## src/rtl/sim_concurrency_arbiter_if.sv

```systemverilog
// rtl/sim_concurrency_arbiter_if.sv - request/grant/ack bundle between requesters and the concurrency arbiter
interface sim_concurrency_arbiter_if #(
    parameter int NUM_REQ    = 4,
    parameter int DATA_WIDTH = 32
);
    localparam int ID_W = $clog2(NUM_REQ);

    logic [NUM_REQ-1:0]            req_valid;
    logic [NUM_REQ-1:0]            req_ready;
    logic [NUM_REQ*DATA_WIDTH-1:0] req_data;
    logic                          grant_valid;
    logic [DATA_WIDTH-1:0]         grant_data;
    logic [ID_W-1:0]               grant_id;
    logic                          grant_ready;
    logic                          ack_valid;
    logic [ID_W-1:0]               ack_id;

    modport master (
        output req_valid, req_data, grant_ready, ack_valid, ack_id,
        input  req_ready, grant_valid, grant_data, grant_id
    );

    modport slave (
        input  req_valid, req_data, grant_ready, ack_valid, ack_id,
        output req_ready, grant_valid, grant_data, grant_id
    );
endinterface

```

## src/rtl/sim_concurrency_arbiter.sv

```systemverilog
// rtl/sim_concurrency_arbiter.sv - round-robin arbiter with global/per-requester in-flight credit caps and drain FSM
// Optional stall statistics counter: define SIM_CONCURRENCY_ARBITER_STATS_EN.
module sim_concurrency_arbiter #(
    parameter int NUM_REQ         = 4,
    parameter int DATA_WIDTH      = 32,
    parameter int MAX_CONCURRENCY = 8,
    parameter int PER_REQ_MAX     = 4
) (
    input  logic                     clk,
    input  logic                     rst_n,
    sim_concurrency_arbiter_if.slave bus,
    input  logic                     drain_req,
    output logic                     drained,
    output logic                     err_underflow,
    output logic [31:0]              stall_count
);
    localparam int ID_W = $clog2(NUM_REQ);
    // Capped counters are sized to hold the cap exactly; unlimited ones get 16 saturating bits.
    localparam int PW = (PER_REQ_MAX == 0) ? 16 : $clog2(PER_REQ_MAX + 1);
    localparam int TW = (MAX_CONCURRENCY == 0) ? 16 : $clog2(MAX_CONCURRENCY + 1);
    localparam logic [PW-1:0] P_CAP = PW'(PER_REQ_MAX);
    localparam logic [TW-1:0] T_CAP = TW'(MAX_CONCURRENCY);

    typedef enum logic [1:0] {RUN, DRAIN, DRAINED} state_t;

    state_t          state;
    logic [ID_W-1:0] rr_ptr;
    logic [PW-1:0]   inflight [NUM_REQ];
    logic [TW-1:0]   total;
    logic [TW-1:0]   total_next;

    logic [DATA_WIDTH-1:0] data_arr [NUM_REQ];
    logic [NUM_REQ-1:0]    eligible;
    logic [NUM_REQ-1:0]    inc_vec;
    logic [NUM_REQ-1:0]    dec_vec;
    logic                  total_ok;
    logic                  found;
    logic [ID_W-1:0]       winner;
    logic [ID_W-1:0]       cand;
    logic                  hs;
    logic                  ack_in_range;
    logic                  ack_hit;
    logic                  ack_bad;

    always_comb begin
        total_ok = (MAX_CONCURRENCY == 0) || (total < T_CAP);
        for (int i = 0; i < NUM_REQ; i++) begin
            data_arr[i] = bus.req_data[i*DATA_WIDTH +: DATA_WIDTH];
            eligible[i] = rst_n && (state == RUN) && total_ok && bus.req_valid[i] &&
                          ((PER_REQ_MAX == 0) || (inflight[i] < P_CAP));
        end
    end

    // Rotating scan: the first eligible index at or after rr_ptr wins.
    always_comb begin
        found  = 1'b0;
        winner = '0;
        cand   = '0;
        for (int k = 0; k < NUM_REQ; k++) begin
            cand = ID_W'((int'(rr_ptr) + k) % NUM_REQ);
            if (!found && eligible[cand]) begin
                found  = 1'b1;
                winner = cand;
            end
        end
    end

    assign hs              = found && bus.grant_ready;
    assign bus.grant_valid = found;
    assign bus.grant_id    = winner;
    assign bus.grant_data  = data_arr[winner];

    always_comb begin
        for (int i = 0; i < NUM_REQ; i++) begin
            bus.req_ready[i] = hs && (winner == ID_W'(i));
        end
    end

    // An out-of-range id or an ack against an empty counter is an underflow with no effect.
    assign ack_in_range = (int'(bus.ack_id) < NUM_REQ);
    assign ack_hit      = bus.ack_valid && ack_in_range && (inflight[bus.ack_id] != '0);
    assign ack_bad      = bus.ack_valid && !ack_hit;

    always_comb begin
        for (int i = 0; i < NUM_REQ; i++) begin
            inc_vec[i] = hs && (winner == ID_W'(i)) && (inflight[i] != '1);
            dec_vec[i] = ack_hit && (bus.ack_id == ID_W'(i));
        end
        total_next = total;
        if (hs && !ack_hit) begin
            if (total != '1) total_next = total + 1'b1;
        end else if (!hs && ack_hit) begin
            if (total != '0) total_next = total - 1'b1;
        end
    end

    always_ff @(posedge clk or negedge rst_n) begin
        if (!rst_n) begin
            rr_ptr        <= '0;
            total         <= '0;
            err_underflow <= 1'b0;
            for (int i = 0; i < NUM_REQ; i++) inflight[i] <= '0;
        end else begin
            total <= total_next;
            if (hs) rr_ptr <= (winner == ID_W'(NUM_REQ - 1)) ? '0 : winner + 1'b1;
            if (ack_bad) err_underflow <= 1'b1;
            for (int i = 0; i < NUM_REQ; i++) begin
                if (inc_vec[i] && !dec_vec[i])      inflight[i] <= inflight[i] + 1'b1;
                else if (!inc_vec[i] && dec_vec[i]) inflight[i] <= inflight[i] - 1'b1;
            end
        end
    end

    // Drain completion looks at the post-ack total so DRAINED is reached on the last ack's edge.
    always_ff @(posedge clk or negedge rst_n) begin
        if (!rst_n) begin
            state   <= RUN;
            drained <= 1'b0;
        end else begin
            case (state)
                RUN: begin
                    if (drain_req) state <= DRAIN;
                    drained <= 1'b0;
                end
                DRAIN: begin
                    if (!drain_req) begin
                        state   <= RUN;
                        drained <= 1'b0;
                    end else if (total_next == '0) begin
                        state   <= DRAINED;
                        drained <= 1'b1;
                    end
                end
                DRAINED: begin
                    if (!drain_req) begin
                        state   <= RUN;
                        drained <= 1'b0;
                    end
                end
                default: begin
                    state   <= RUN;
                    drained <= 1'b0;
                end
            endcase
        end
    end

`ifdef SIM_CONCURRENCY_ARBITER_STATS_EN
    logic [31:0] stall_q;

    always_ff @(posedge clk or negedge rst_n) begin
        if (!rst_n) begin
            stall_q <= '0;
        end else if ((state == RUN) && (|bus.req_valid) && !found && (stall_q != '1)) begin
            stall_q <= stall_q + 1'b1;
        end
    end

    assign stall_count = stall_q;
`else
    assign stall_count = 32'd0;
`endif
endmodule

```

## src/flat_wrapper.sv

```systemverilog
// flat-port wrapper written by rule: the top's interface ports become plain ports
module sim_concurrency_arbiter_flat 
#(
    parameter int NUM_REQ         = 4,
    parameter int DATA_WIDTH      = 32,
    parameter int MAX_CONCURRENCY = 8,
    parameter int PER_REQ_MAX     = 4
)
  (clk, rst_n, drain_req, drained, err_underflow, stall_count, bus_req_valid, bus_req_data, bus_grant_ready, bus_ack_valid, bus_ack_id, bus_req_ready, bus_grant_valid, bus_grant_data, bus_grant_id);
  sim_concurrency_arbiter_if #(.NUM_REQ(NUM_REQ), .DATA_WIDTH(DATA_WIDTH)) bus_i ();
  input  logic clk;
  input  logic rst_n;
  input  logic drain_req;
  output logic drained;
  output logic err_underflow;
  output logic [31:0] stall_count;
  input wire logic [$bits(bus_i.req_valid)-1:0] bus_req_valid;
  input wire logic [$bits(bus_i.req_data)-1:0] bus_req_data;
  input wire logic [$bits(bus_i.grant_ready)-1:0] bus_grant_ready;
  input wire logic [$bits(bus_i.ack_valid)-1:0] bus_ack_valid;
  input wire logic [$bits(bus_i.ack_id)-1:0] bus_ack_id;
  output wire logic [$bits(bus_i.req_ready)-1:0] bus_req_ready;
  output wire logic [$bits(bus_i.grant_valid)-1:0] bus_grant_valid;
  output wire logic [$bits(bus_i.grant_data)-1:0] bus_grant_data;
  output wire logic [$bits(bus_i.grant_id)-1:0] bus_grant_id;
  assign bus_i.req_valid = bus_req_valid;
  assign bus_i.req_data = bus_req_data;
  assign bus_i.grant_ready = bus_grant_ready;
  assign bus_i.ack_valid = bus_ack_valid;
  assign bus_i.ack_id = bus_ack_id;
  assign bus_req_ready = bus_i.req_ready;
  assign bus_grant_valid = bus_i.grant_valid;
  assign bus_grant_data = bus_i.grant_data;
  assign bus_grant_id = bus_i.grant_id;
  sim_concurrency_arbiter #(.NUM_REQ(NUM_REQ), .DATA_WIDTH(DATA_WIDTH), .MAX_CONCURRENCY(MAX_CONCURRENCY), .PER_REQ_MAX(PER_REQ_MAX)) u_core (.clk(clk), .rst_n(rst_n), .bus(bus_i), .drain_req(drain_req), .drained(drained), .err_underflow(err_underflow), .stall_count(stall_count));
endmodule
```

## config.mk

```make
export PLATFORM = sky130hd
export DESIGN_NAME = sim_concurrency_arbiter_flat
export DESIGN_NICKNAME = d
export VERILOG_FILES = /design/src/rtl/sim_concurrency_arbiter_if.sv /design/src/rtl/sim_concurrency_arbiter.sv /design/src/flat_wrapper.sv
export SDC_FILE = /design/constraint.sdc
export NUM_CORES = 1
export LEC_CHECK = 0
export CAP_MARGIN = 10
export CORE_ASPECT_RATIO = 1.25
export CORE_UTILIZATION = 40
export CTS_BUF_LIST = sky130_fd_sc_hd__clkbuf_16
export CTS_CLUSTER_SIZE = 28
export DETAILED_ROUTE_END_ITERATION = 12
export DONT_BUFFER_PORTS = 1
export GPL_ROUTABILITY_DRIVEN = 0
export GPL_TIMING_DRIVEN = 0
export SYNTH_ARGS = -nofsm -noshare
export SYNTH_HDL_FRONTEND = slang
export SYNTH_SLANG_ARGS = --single-unit
```

## constraint.sdc

```tcl
create_clock -name clk -period 4.95 [get_ports clk]
set_input_delay 1.2375 -clock clk [delete_from_list [all_inputs] [get_ports clk]]
set_output_delay 1.2375 -clock clk [all_outputs]
set_load 0.1 [all_outputs]
```

== Word-level counts from Yosys, hierarchy flattened ==
Index checks and enable logic that the tools add are counted.
Operators by class
  reductions and logical operators: 63
  equal/unequal tests: 16
  muxes and demuxes: 44
  add/sub/neg operators: 14
  bitwise logic cells: 2
  order comparisons: 11
Operator list (number)
  binary-select mux 32 bit (select 2 bit): 1
  two-way mux 32 bit: 2
  logical AND 1 bit: 38
  two-way mux 3 bit: 10
  two-way mux 2 bit: 9
  two-way mux 4 bit: 4
  logical NOT 1 bit: 13
  adder 3 x 1 -> 3 bit, second input constant: 4
  < comparator 2 x 3 -> 1 bit, second input constant: 4
  < comparator 3 bit, second input constant: 4
  != test 3 bit, second input constant: 4
  subtractor 3 x 1 -> 3 bit, second input constant: 4
  two-way mux 1 bit: 11
  equality test 2 bit, second input constant: 5
  binary-select mux 1 bit (select 2 bit): 4
  nonzero test 2 bit: 4
  binary-select mux 3 bit (select 2 bit): 1
  equality test 2 x 1 -> 1 bit, second input constant: 3
  greater-or-equal comparator 3 bit, second input constant: 2
  logical NOT 2 bit: 3
  NOT 2 -> 3 bit: 2
  one-hot mux 2 bit (3 select lines): 1
  adder 2 x 1 -> 2 bit, second input constant: 2
  adder 2 bit, second input constant: 2
  12 further kinds: 13
Word-level totals
  register bits after elaboration: 22
  input port bits: 139
  output and inout bits: 73

== Depth between registers and ports, before layout ==
Gate-level depths: netlist of run 1.
  depth after elaboration: 26
  depth in mapped cells: 18

== Worst setup path before layout of run 1 ==
Ideal clock, no wire load.
  path kind: input -> output
  start: in rst_n
  end: out bus_grant_data[24]
  arrival: 4.699 ns
  setup slack: -0.986 ns
  buffers on the path: 2
  required time: 3.713 ns
  stages on the path: 7
  cell sequence: or4b_4 -> or2_2 -> a21o_1 -> a221oi_1 -> buf_2 -> buf_4 -> mux2i_1
On the way
  word-level cells in the longest chain between the ends: 20
  elaborated cells on any way between the ends: 35
  those cells by class: 18 x mux; 1 x bitwise; 16 x reduce/logical
RTL lines
  from (decl): line flat_wrapper.sv:12  | input logic rst_n;
  logical AND 1 bit (*) (2 in a row): line sim_concurrency_arbiter.sv:49  | eligible[i] = rst_n && (state == RUN) && total_ok && bus.req_valid[i] &&
  logical AND 1 bit (2 in a row): line sim_concurrency_arbiter.sv:49
  binary-select mux 1 bit (select 2 bit): line sim_concurrency_arbiter.sv:61  | if (!found && eligible[cand]) begin
  two-way mux 1 bit (implied by the code): line sim_concurrency_arbiter.sv:61
  two-way mux 1 bit: line sim_concurrency_arbiter.sv:61
  logical NOT 1 bit: line sim_concurrency_arbiter.sv:61
  logical AND 1 bit: line sim_concurrency_arbiter.sv:61
  two-way mux 1 bit: line sim_concurrency_arbiter.sv:61
  [2 not listed]
  two-way mux 1 bit: line sim_concurrency_arbiter.sv:61
  logical NOT 1 bit: line sim_concurrency_arbiter.sv:61
  logical AND 1 bit: line sim_concurrency_arbiter.sv:61
  two-way mux 2 bit (*): line sim_concurrency_arbiter.sv:61
  named net bus_grant_id[0]: line flat_wrapper.sv:25  | output wire logic [$bits(bus_i.grant_id)-1:0] bus_grant_id;
  NOT 2 -> 3 bit (implied by the code) (*): line sim_concurrency_arbiter.sv:71  | assign bus.grant_data = data_arr[winner];
  binary-select mux 32 bit (select 2 bit) (*): line sim_concurrency_arbiter.sv:71
  two-way mux 32 bit (implied by the code) (*) (2 in a row): line sim_concurrency_arbiter.sv:71
  to (decl): line flat_wrapper.sv:24  | output wire logic [$bits(bus_i.grant_data)-1:0] bus_grant_data;
Mark *: on every way through the listed nets, which the timed path passes. The rest lies on a longest branch. The select of a mux whose other input is x is not followed.

== Worst setup path after layout of run 1 ==
  start: in rst_n
  end: out bus_grant_data[26]
On the way
  word-level cells in the longest chain between the ends: 20
  elaborated cells on any way between the ends: 35
  those cells by class: 18 x mux; 1 x bitwise; 16 x reduce/logical
RTL lines (line)
  logical AND 1 bit (*) (2 in a row): sim_concurrency_arbiter.sv:49
  logical AND 1 bit (2 in a row): sim_concurrency_arbiter.sv:49
  binary-select mux 1 bit (select 2 bit): sim_concurrency_arbiter.sv:61
  two-way mux 1 bit (implied by the code): sim_concurrency_arbiter.sv:61
  two-way mux 1 bit: sim_concurrency_arbiter.sv:61
  logical NOT 1 bit: sim_concurrency_arbiter.sv:61
  logical AND 1 bit: sim_concurrency_arbiter.sv:61
  two-way mux 1 bit: sim_concurrency_arbiter.sv:61
  logical NOT 1 bit: sim_concurrency_arbiter.sv:61
  logical AND 1 bit: sim_concurrency_arbiter.sv:61
  two-way mux 1 bit: sim_concurrency_arbiter.sv:61
  logical NOT 1 bit: sim_concurrency_arbiter.sv:61
  logical AND 1 bit: sim_concurrency_arbiter.sv:61
  two-way mux 2 bit (*): sim_concurrency_arbiter.sv:61
  NOT 2 -> 3 bit (implied by the code) (*): sim_concurrency_arbiter.sv:71
  binary-select mux 32 bit (select 2 bit) (*): sim_concurrency_arbiter.sv:71
  two-way mux 32 bit (implied by the code) (*) (2 in a row): sim_concurrency_arbiter.sv:71
Every way passes the cells marked *; elsewhere a longest branch is shown, timed or not. The select of a mux whose other input is x is not followed.

==> impl_metrics.yaml, run 1 <==
min_path:
  min-delay-start: "u_core.inflight[5]"
  hp-class: "reg -> reg"
  holdPathStages: 1
  worst_hold_path.endpoint: "u_core.inflight[5]"
timing:
  unrepaired_setup_endpoints_after_global_routing: "no"
  timing.clock.skew_ns: 0.00399
  timing.fmax_mhz: 205
  tns_ns: 0
  finalWorstPathRequiredPeriod_ns: 4.87
  worst_slew_margin_rel: 0.171
  timing_worst_slew_pin_value_ns: 1.24
  slew_viol_final: 0
  final.setup.worst_slack_ns: 0.0772
  timing.hold.ws_ns: 0.532
  finalCritPeriodShare: 0.984
  finalHoldViolCount: 0
  endpoints_failing_setup: 0
flow_run:
  timing.max_cap.violations: 0
logic_synthesis:
  synthesis.yosys.warnings: 0
  yosys_most_used_dff: "sky130_fd_sc_hd__dfrtp_1"
  synth.yosys.seq_area_share: 0.190
  syn_area_mm2: 0.00290
  synthTopCellsByArea: "sky130_fd_sc_hd__mux2i_1 (33%), sky130_fd_sc_hd__dfrtp_1 (19%), sky130_fd_sc_hd__buf_4 (11%), sky130_fd_sc_hd__ha_1 (4.3%), sky130_fd_sc_hd__fa_1 (2.8%)"
  synth.largest_area_cell: "sky130_fd_sc_hd__mux2i_1"
  ys_ff_latch: 22
  avgSynthCellArea_um2: 9.58
  fraction_of_registers_with_async_set_reset: 1.00
  netlist.area_leader.share: 0.331
  number_of_flops_mapped_to_enable_cells_by_yosys: 0
  syn-instance-count: 303
  synth_cell_type_count: 47
finish:
  layout-drive-gt1-share: 0.419
  final_core_utilization: 0.580
  final_cell_count_no_fill: 456
  layout.nets: 520
  areaGrowthSynthToFinish_pct: 39.5
  fin_area_mm2: 0.00405
clock_tree:
  clock_latency_ns: 0.25
  post_cts_hold_buffer_count: 0
  cts_tree: "done"
  clkTransAtPathRegs_ns: 0.06
  htreeDepth: 1
  cts.sink_count: 22
  cts-buffers-inserted: 3
  clock_tree.buffer_depth: 2
  clock_root_buffer: "sky130_fd_sc_hd__clkbuf_16"
floorplanning:
  ios: 212
  coreArea_mm2: 0.00698
  placement_rows: 34
  fp.dieH_um: 97.2
  floorplan.initialDensity: 0.416
  dieWidth_um: 78.2
  floorplan.die_area_mm2: 0.00760
grt:
  pin_count_of_the_biggest_net_entering_global_routing: 24
  overflow: 0
  grt_util_all_layers: 0.220
  antenna_found_initial: 2
  grt_pass1_wl_um: 12800
  grt_pass1_vias: 2434
detailed_routing:
  initialDrtViolationCount: 49
  dr_total_vias: 2357
  avgViaCountPerCell: 5.17
  firstDrtPassIters: 4
  drc_errors: 0
  drt-total-wl_um: 8410
  wire_length_per_cell_um: 18.4
  postRouteAntennaNets: 0
setup_path:
  worstPathArrival_ns: 3.64
  worstRegToRegCells: 16
  worstPathMaxFanout: 23
  critPathRequiredTime_ns: 3.71
  r2r_end: "u_core.inflight[8]"
  worstReg2RegStart: "u_core.state[1]"
  timing.reg2reg.setup_slack_ns: 1.11
  worstSetupPathType: "in -> out"
  crit_path_end_kind: "output pin"
  critPathLaunchType: "input pin"
place:
  dpl_worst_slack_ns: -0.303
  place.detailed.hpwl_um: 7040
  post-place-cells: 447
  portBuffers: 0
  placed_area_mm2: 0.00378
status:
  status: "completed"
power_and_ir_drop:
  power.ir.vdd_worst_uv: 256
  power_per_cell_area_mw_per_mm2: 412
  p_leak_nw: 1.58
  power_mw: 1.67
-- flip-flops by register name, summed over array words and instances (netlist names) --
| signal | cells |
|---|---|
| u_core.rr_ptr | 2 |
| u_core.total | 4 |
| u_core.drained | 1 |
| u_core.err_underflow | 1 |
| u_core.inflight | 12 |
| u_core.state | 2 |
-- cell families after synthesis --
| kind of cell | synth area share |
|---|---|
| flip-flops | 0.190 |
| multiplexers | 0.354 |
| AO/OA/AOI/OAI | 0.0703 |
| adder cells (fa/ha/maj) | 0.0707 |
| XOR/XNOR | 0.0392 |
| other | 0.00129 |
| AND/OR/NAND/NOR | 0.135 |
| buffers and inverters | 0.140 |
-- layout make-up --
class / instances / area [um^2]
timing repair buffer: 29 / 515
antenna: 1 / 2.50
fill: 600 / 2930
sequential: 22 / 551
multi-input combinational: 250 / 2320
tap: 90 / 113
clock buffer: 3 / 75.1
inverter: 16 / 75.1
buffer: 45 / 395
-- layout by cell type, fill, tap and decap left out, drive strengths merged, types with 5 or more instances in the layout --
cell type | Yosys | routed
a21oi | 6 | 6
buf | 46 | 72
dfrtp | 22 | 22
nand2 | 9 | 9
inv | 16 | 12
conb | 1 | 32
nand2b | 6 | 6
o21ai | 7 | 7
nor3 | 5 | 5
xor2 | 8 | 8
or2 | 5 | 5
xnor2 | 5 | 5
nor2 | 12 | 12
mux2i | 97 | 97
ha | 10 | 10
-- critical path, cell delays in order --
cell	delay (ns)
sky130_fd_sc_hd__or4b_4	0.50
sky130_fd_sc_hd__or2_4	0.28
sky130_fd_sc_hd__o21ai_1	0.12
sky130_fd_sc_hd__a21o_1	0.13
sky130_fd_sc_hd__a22oi_2	0.11
sky130_fd_sc_hd__buf_6	0.17
sky130_fd_sc_hd__bufbuf_16	0.27
sky130_fd_sc_hd__mux2i_2	0.16
sky130_fd_sc_hd__mux2i_4	0.65
-- how the worst max path moves through the flow --
stage / from / to / slack (ns) / depth (start not counted)
2_1_floorplan: rst_n / bus_grant_data[11] / -0.31 / 7
3_3_place_gp: rst_n / bus_grant_data[6] / -0.52 / 7
3_5_place_dp: rst_n / bus_req_ready[1] / -0.30 / 10
4_1_cts: rst_n / bus_req_ready[0] / -0.03 / 10
5_1_grt: rst_n / bus_grant_data[25] / 0.001 / 8
6_report: rst_n / bus_grant_data[26] / 0.08 / 9
-- power by group --
part | internal (mW) | total, mW | switching [mW]
Clock | 0.107 | 0.170 | 0.0636
Combinational | 0.403 | 1.12 | 0.716
Sequential | 0.259 | 0.380 | 0.121
-- repair_timing --
| action | in CTS | in global routing |
|---|---|---|
| endpoints found under the setup margin | 13 | 22 |
| pin swaps | 1 | 7 |
| setup buffers | 3 | 1 |
| cloned | 2 | 0 |
| resized for setup | 8 | 22 |
-- synthesized netlist by cell type, types with 2 or more instances --
library cell               count
sky130_fd_sc_hd__inv_1        16
sky130_fd_sc_hd__nor4_2        2
sky130_fd_sc_hd__nor4b_4       2
sky130_fd_sc_hd__a21oi_1       5
sky130_fd_sc_hd__buf_2         3
sky130_fd_sc_hd__nor2_1       12
sky130_fd_sc_hd__nand4_1       4
sky130_fd_sc_hd__fa_1          4
sky130_fd_sc_hd__nand2b_1      6
sky130_fd_sc_hd__or3b_2        2
sky130_fd_sc_hd__dfrtp_1      22
sky130_fd_sc_hd__nand3b_1      2
sky130_fd_sc_hd__buf_6         2
sky130_fd_sc_hd__or2_2         4
sky130_fd_sc_hd__o211ai_1      2
sky130_fd_sc_hd__xor2_1        8
sky130_fd_sc_hd__nor4_1        2
sky130_fd_sc_hd__xnor2_1       5
sky130_fd_sc_hd__mux2_2        4
sky130_fd_sc_hd__a31oi_1       4
sky130_fd_sc_hd__ha_1         10
sky130_fd_sc_hd__buf_4        41
sky130_fd_sc_hd__or3_2         2
sky130_fd_sc_hd__nor3_1        4
sky130_fd_sc_hd__nand2_1       9
sky130_fd_sc_hd__a21o_1        4
sky130_fd_sc_hd__nand3_1       2
sky130_fd_sc_hd__o21ai_0       6
sky130_fd_sc_hd__mux2i_1      96
-- layer usage --
layer,part of all wire,global-route usage,routed length [um],vias up
li1,-,-,-,1149
met1,0.38,0.248,3170,1093
met2,0.51,0.395,4280,101
met3,0.094,0.0695,794,12
met4,0.017,0.0527,144,2
met5,0.0020,0,17,-
(Power assumes the default switching activity.)
==> run 2: changes to the inputs <==
==> constraint.sdc (replaced) <==
create_clock -name clk -period 5 [get_ports clk]
set_input_delay 1.25 -clock clk [delete_from_list [all_inputs] [get_ports clk]]
set_output_delay 1.25 -clock clk [all_outputs]
set_load 0.1 [all_outputs]
==> impl_metrics.yaml, run 2 (same netlist as run 1, synthesis figures left out) <==
clock_tree:
  cts_tree: "done"
  clock_latency_ns: 0.25
  cts.sink_count: 22
  clock_root_buffer: "sky130_fd_sc_hd__clkbuf_16"
  htreeDepth: 1
  cts-buffers-inserted: 3
  clkTransAtPathRegs_ns: 0.06
  clock_tree.buffer_depth: 2
grt:
  antenna_found_initial: 2
  overflow: 0
  pin_count_of_the_biggest_net_entering_global_routing: 24
  grt_pass1_vias: 2434
  grt_util_all_layers: 0.220
  grt_pass1_wl_um: 12800
detailed_routing:
  wire_length_per_cell_um: 18.4
  drt-total-wl_um: 8380
  dr_total_vias: 2348
  avgViaCountPerCell: 5.16
  firstDrtPassIters: 4
  postRouteAntennaNets: 0
  initialDrtViolationCount: 44
  drc_errors: 0
min_path:
  holdPathStages: 1
  min-delay-start: "u_core.inflight[5]"
  worst_hold_path.endpoint: "u_core.inflight[5]"
  hp-class: "reg -> reg"
flow_run:
  timing.max_cap.violations: 0
timing:
  timing.fmax_mhz: 203
  finalCritPeriodShare: 0.987
  finalHoldViolCount: 0
  timing.clock.skew_ns: 0.00408
  worst_slew_margin_rel: 0.171
  tns_ns: 0
  timing_worst_slew_pin_value_ns: 1.24
  final.setup.worst_slack_ns: 0.0649
  finalWorstPathRequiredPeriod_ns: 4.94
  endpoints_failing_setup: 0
  timing.hold.ws_ns: 0.530
  slew_viol_final: 0
floorplanning:
  floorplan.die_area_mm2: 0.00760
  coreArea_mm2: 0.00698
  dieWidth_um: 78.2
  floorplan.initialDensity: 0.416
  fp.dieH_um: 97.2
  ios: 212
  placement_rows: 34
finish:
  largest_register: "u_core.inflight"
  layout-drive-gt1-share: 0.412
  leading_cell_types_in_the_layout_fill_and_taps_excluded: "sky130_fd_sc_hd__mux2i_1 (57), sky130_fd_sc_hd__buf_4 (39), sky130_fd_sc_hd__conb_1 (32)"
  mostFrequentLayoutCell: "sky130_fd_sc_hd__mux2i_1"
  flip_flop_count_of_the_largest_register_after_layout: 12
  layout.nets: 519
  filler_cell_count: 605
  fin_area_mm2: 0.00403
  area.sequential_um2: 551
  layout_top_registers: "u_core.inflight x12, u_core.total x4"
  multi_input_comb_area_mm2: 0.00231
  areaGrowthSynthToFinish_pct: 38.9
place:
  placed_area_mm2: 0.00378
  portBuffers: 0
  dpl_worst_slack_ns: -0.278
  place.detailed.hpwl_um: 7040
status:
  status: "completed"
setup_path:
  worstPathArrival_ns: 3.69
  worstRegToRegCells: 15
  worstSetupPathType: "in -> out"
  cpPeakStageDelay_ns: 0.65
  crit_path_end_kind: "output pin"
  critPathRequiredTime_ns: 3.75
  worstPathMaxFanout: 23
  timing.reg2reg.setup_slack_ns: 1.22
  timing.critical_path.slowest_stage_cell: "sky130_fd_sc_hd__mux2i_4"
  cells_traversed_along_the_worst_timing_path: "or4b_4, or2_4, o21ai_0, a21o_1, a22oi_2, buf_6, bufbuf_16, mux2i_2, mux2i_4"
  r2r_end: "u_core.inflight[2]"
  worstReg2RegStart: "u_core.state[1]"
  critPathLaunchType: "input pin"
  timing.critical_path.from: "rst_n"
power_and_ir_drop:
  power.ir.vdd_worst_uv: 254
  power_mw: 1.65
  p_leak_nw: 1.57
  power_per_cell_area_mw_per_mm2: 410
[run 2: cell types whose count changed in the layout (fill, tap and decap cells not counted), sizes merged]
| cell | delta |
|---|---|
| buf | -1 |
[run 2: routing by layer]
layer / vias up / routed length (um) / GRT usage
li1: 1146 / - / -
met1: 1085 / 3190 / 0.248
met2: 103 / 4270 / 0.395
met3: 12 / 758 / 0.0695
met4: 2 / 144 / 0.0527
met5: - / 17 / 0
[run 2: power by group]
| group | total, mW | leakage (nW) | internal (mW) | switching, mW |
|---|---|---|---|---|
| logic | 1.11 | 1.27 | 0.398 | 0.708 |
| registers | 0.376 | 0.259 | 0.256 | 0.120 |
| clock network | 0.169 | 0.0370 | 0.106 | 0.0631 |
| total | 1.65 | 1.57 | 0.759 | 0.892 |
[run 2: worst max path at each step]
| stage | to |
|---|---|
| 3_3_place_gp | bus_grant_data[6] |
| 6_report | bus_grant_data[26] |
| 3_5_place_dp | bus_req_ready[1] |
| 5_1_grt | bus_grant_data[28] |
| 2_1_floorplan | bus_grant_data[11] |
| 4_1_cts | bus_req_ready[0] |
[run 2: per-stage QoR]
stage,utilization,cells
after floorplan,-,334
after global placement,0.482,424
after detailed placement,0.542,447
after CTS,0.570,455
after global routing,0.577,454
final,0.577,455
[run 2: critical path: cells and delay by family]
family,cells,cell delay [ns]
AO/OA/AOI/OAI,3,0.40
buffers and inverters,2,0.44
multiplexers,2,0.81
AND/OR/NAND/NOR,2,0.78
[run 2: timing repair]
action,CTS,global route
resized for setup,8,18
hold buffers,0,0
setup buffers,3,0
endpoints found under the setup margin,13,17
pin swaps,1,3
gates cloned,2,0
[run 2: area by class of cell]
| cell class | count | share of cell area |
|---|---|---|
| antenna | 1 | 0.000621 |
| buffer | 45 | 0.0972 |
| clock buffer | 3 | 0.0186 |
| inverter | 16 | 0.0186 |
| multi-input combinational | 250 | 0.574 |
| sequential | 22 | 0.137 |
| tap | 90 | 0.0280 |
| timing repair buffer | 28 | 0.126 |
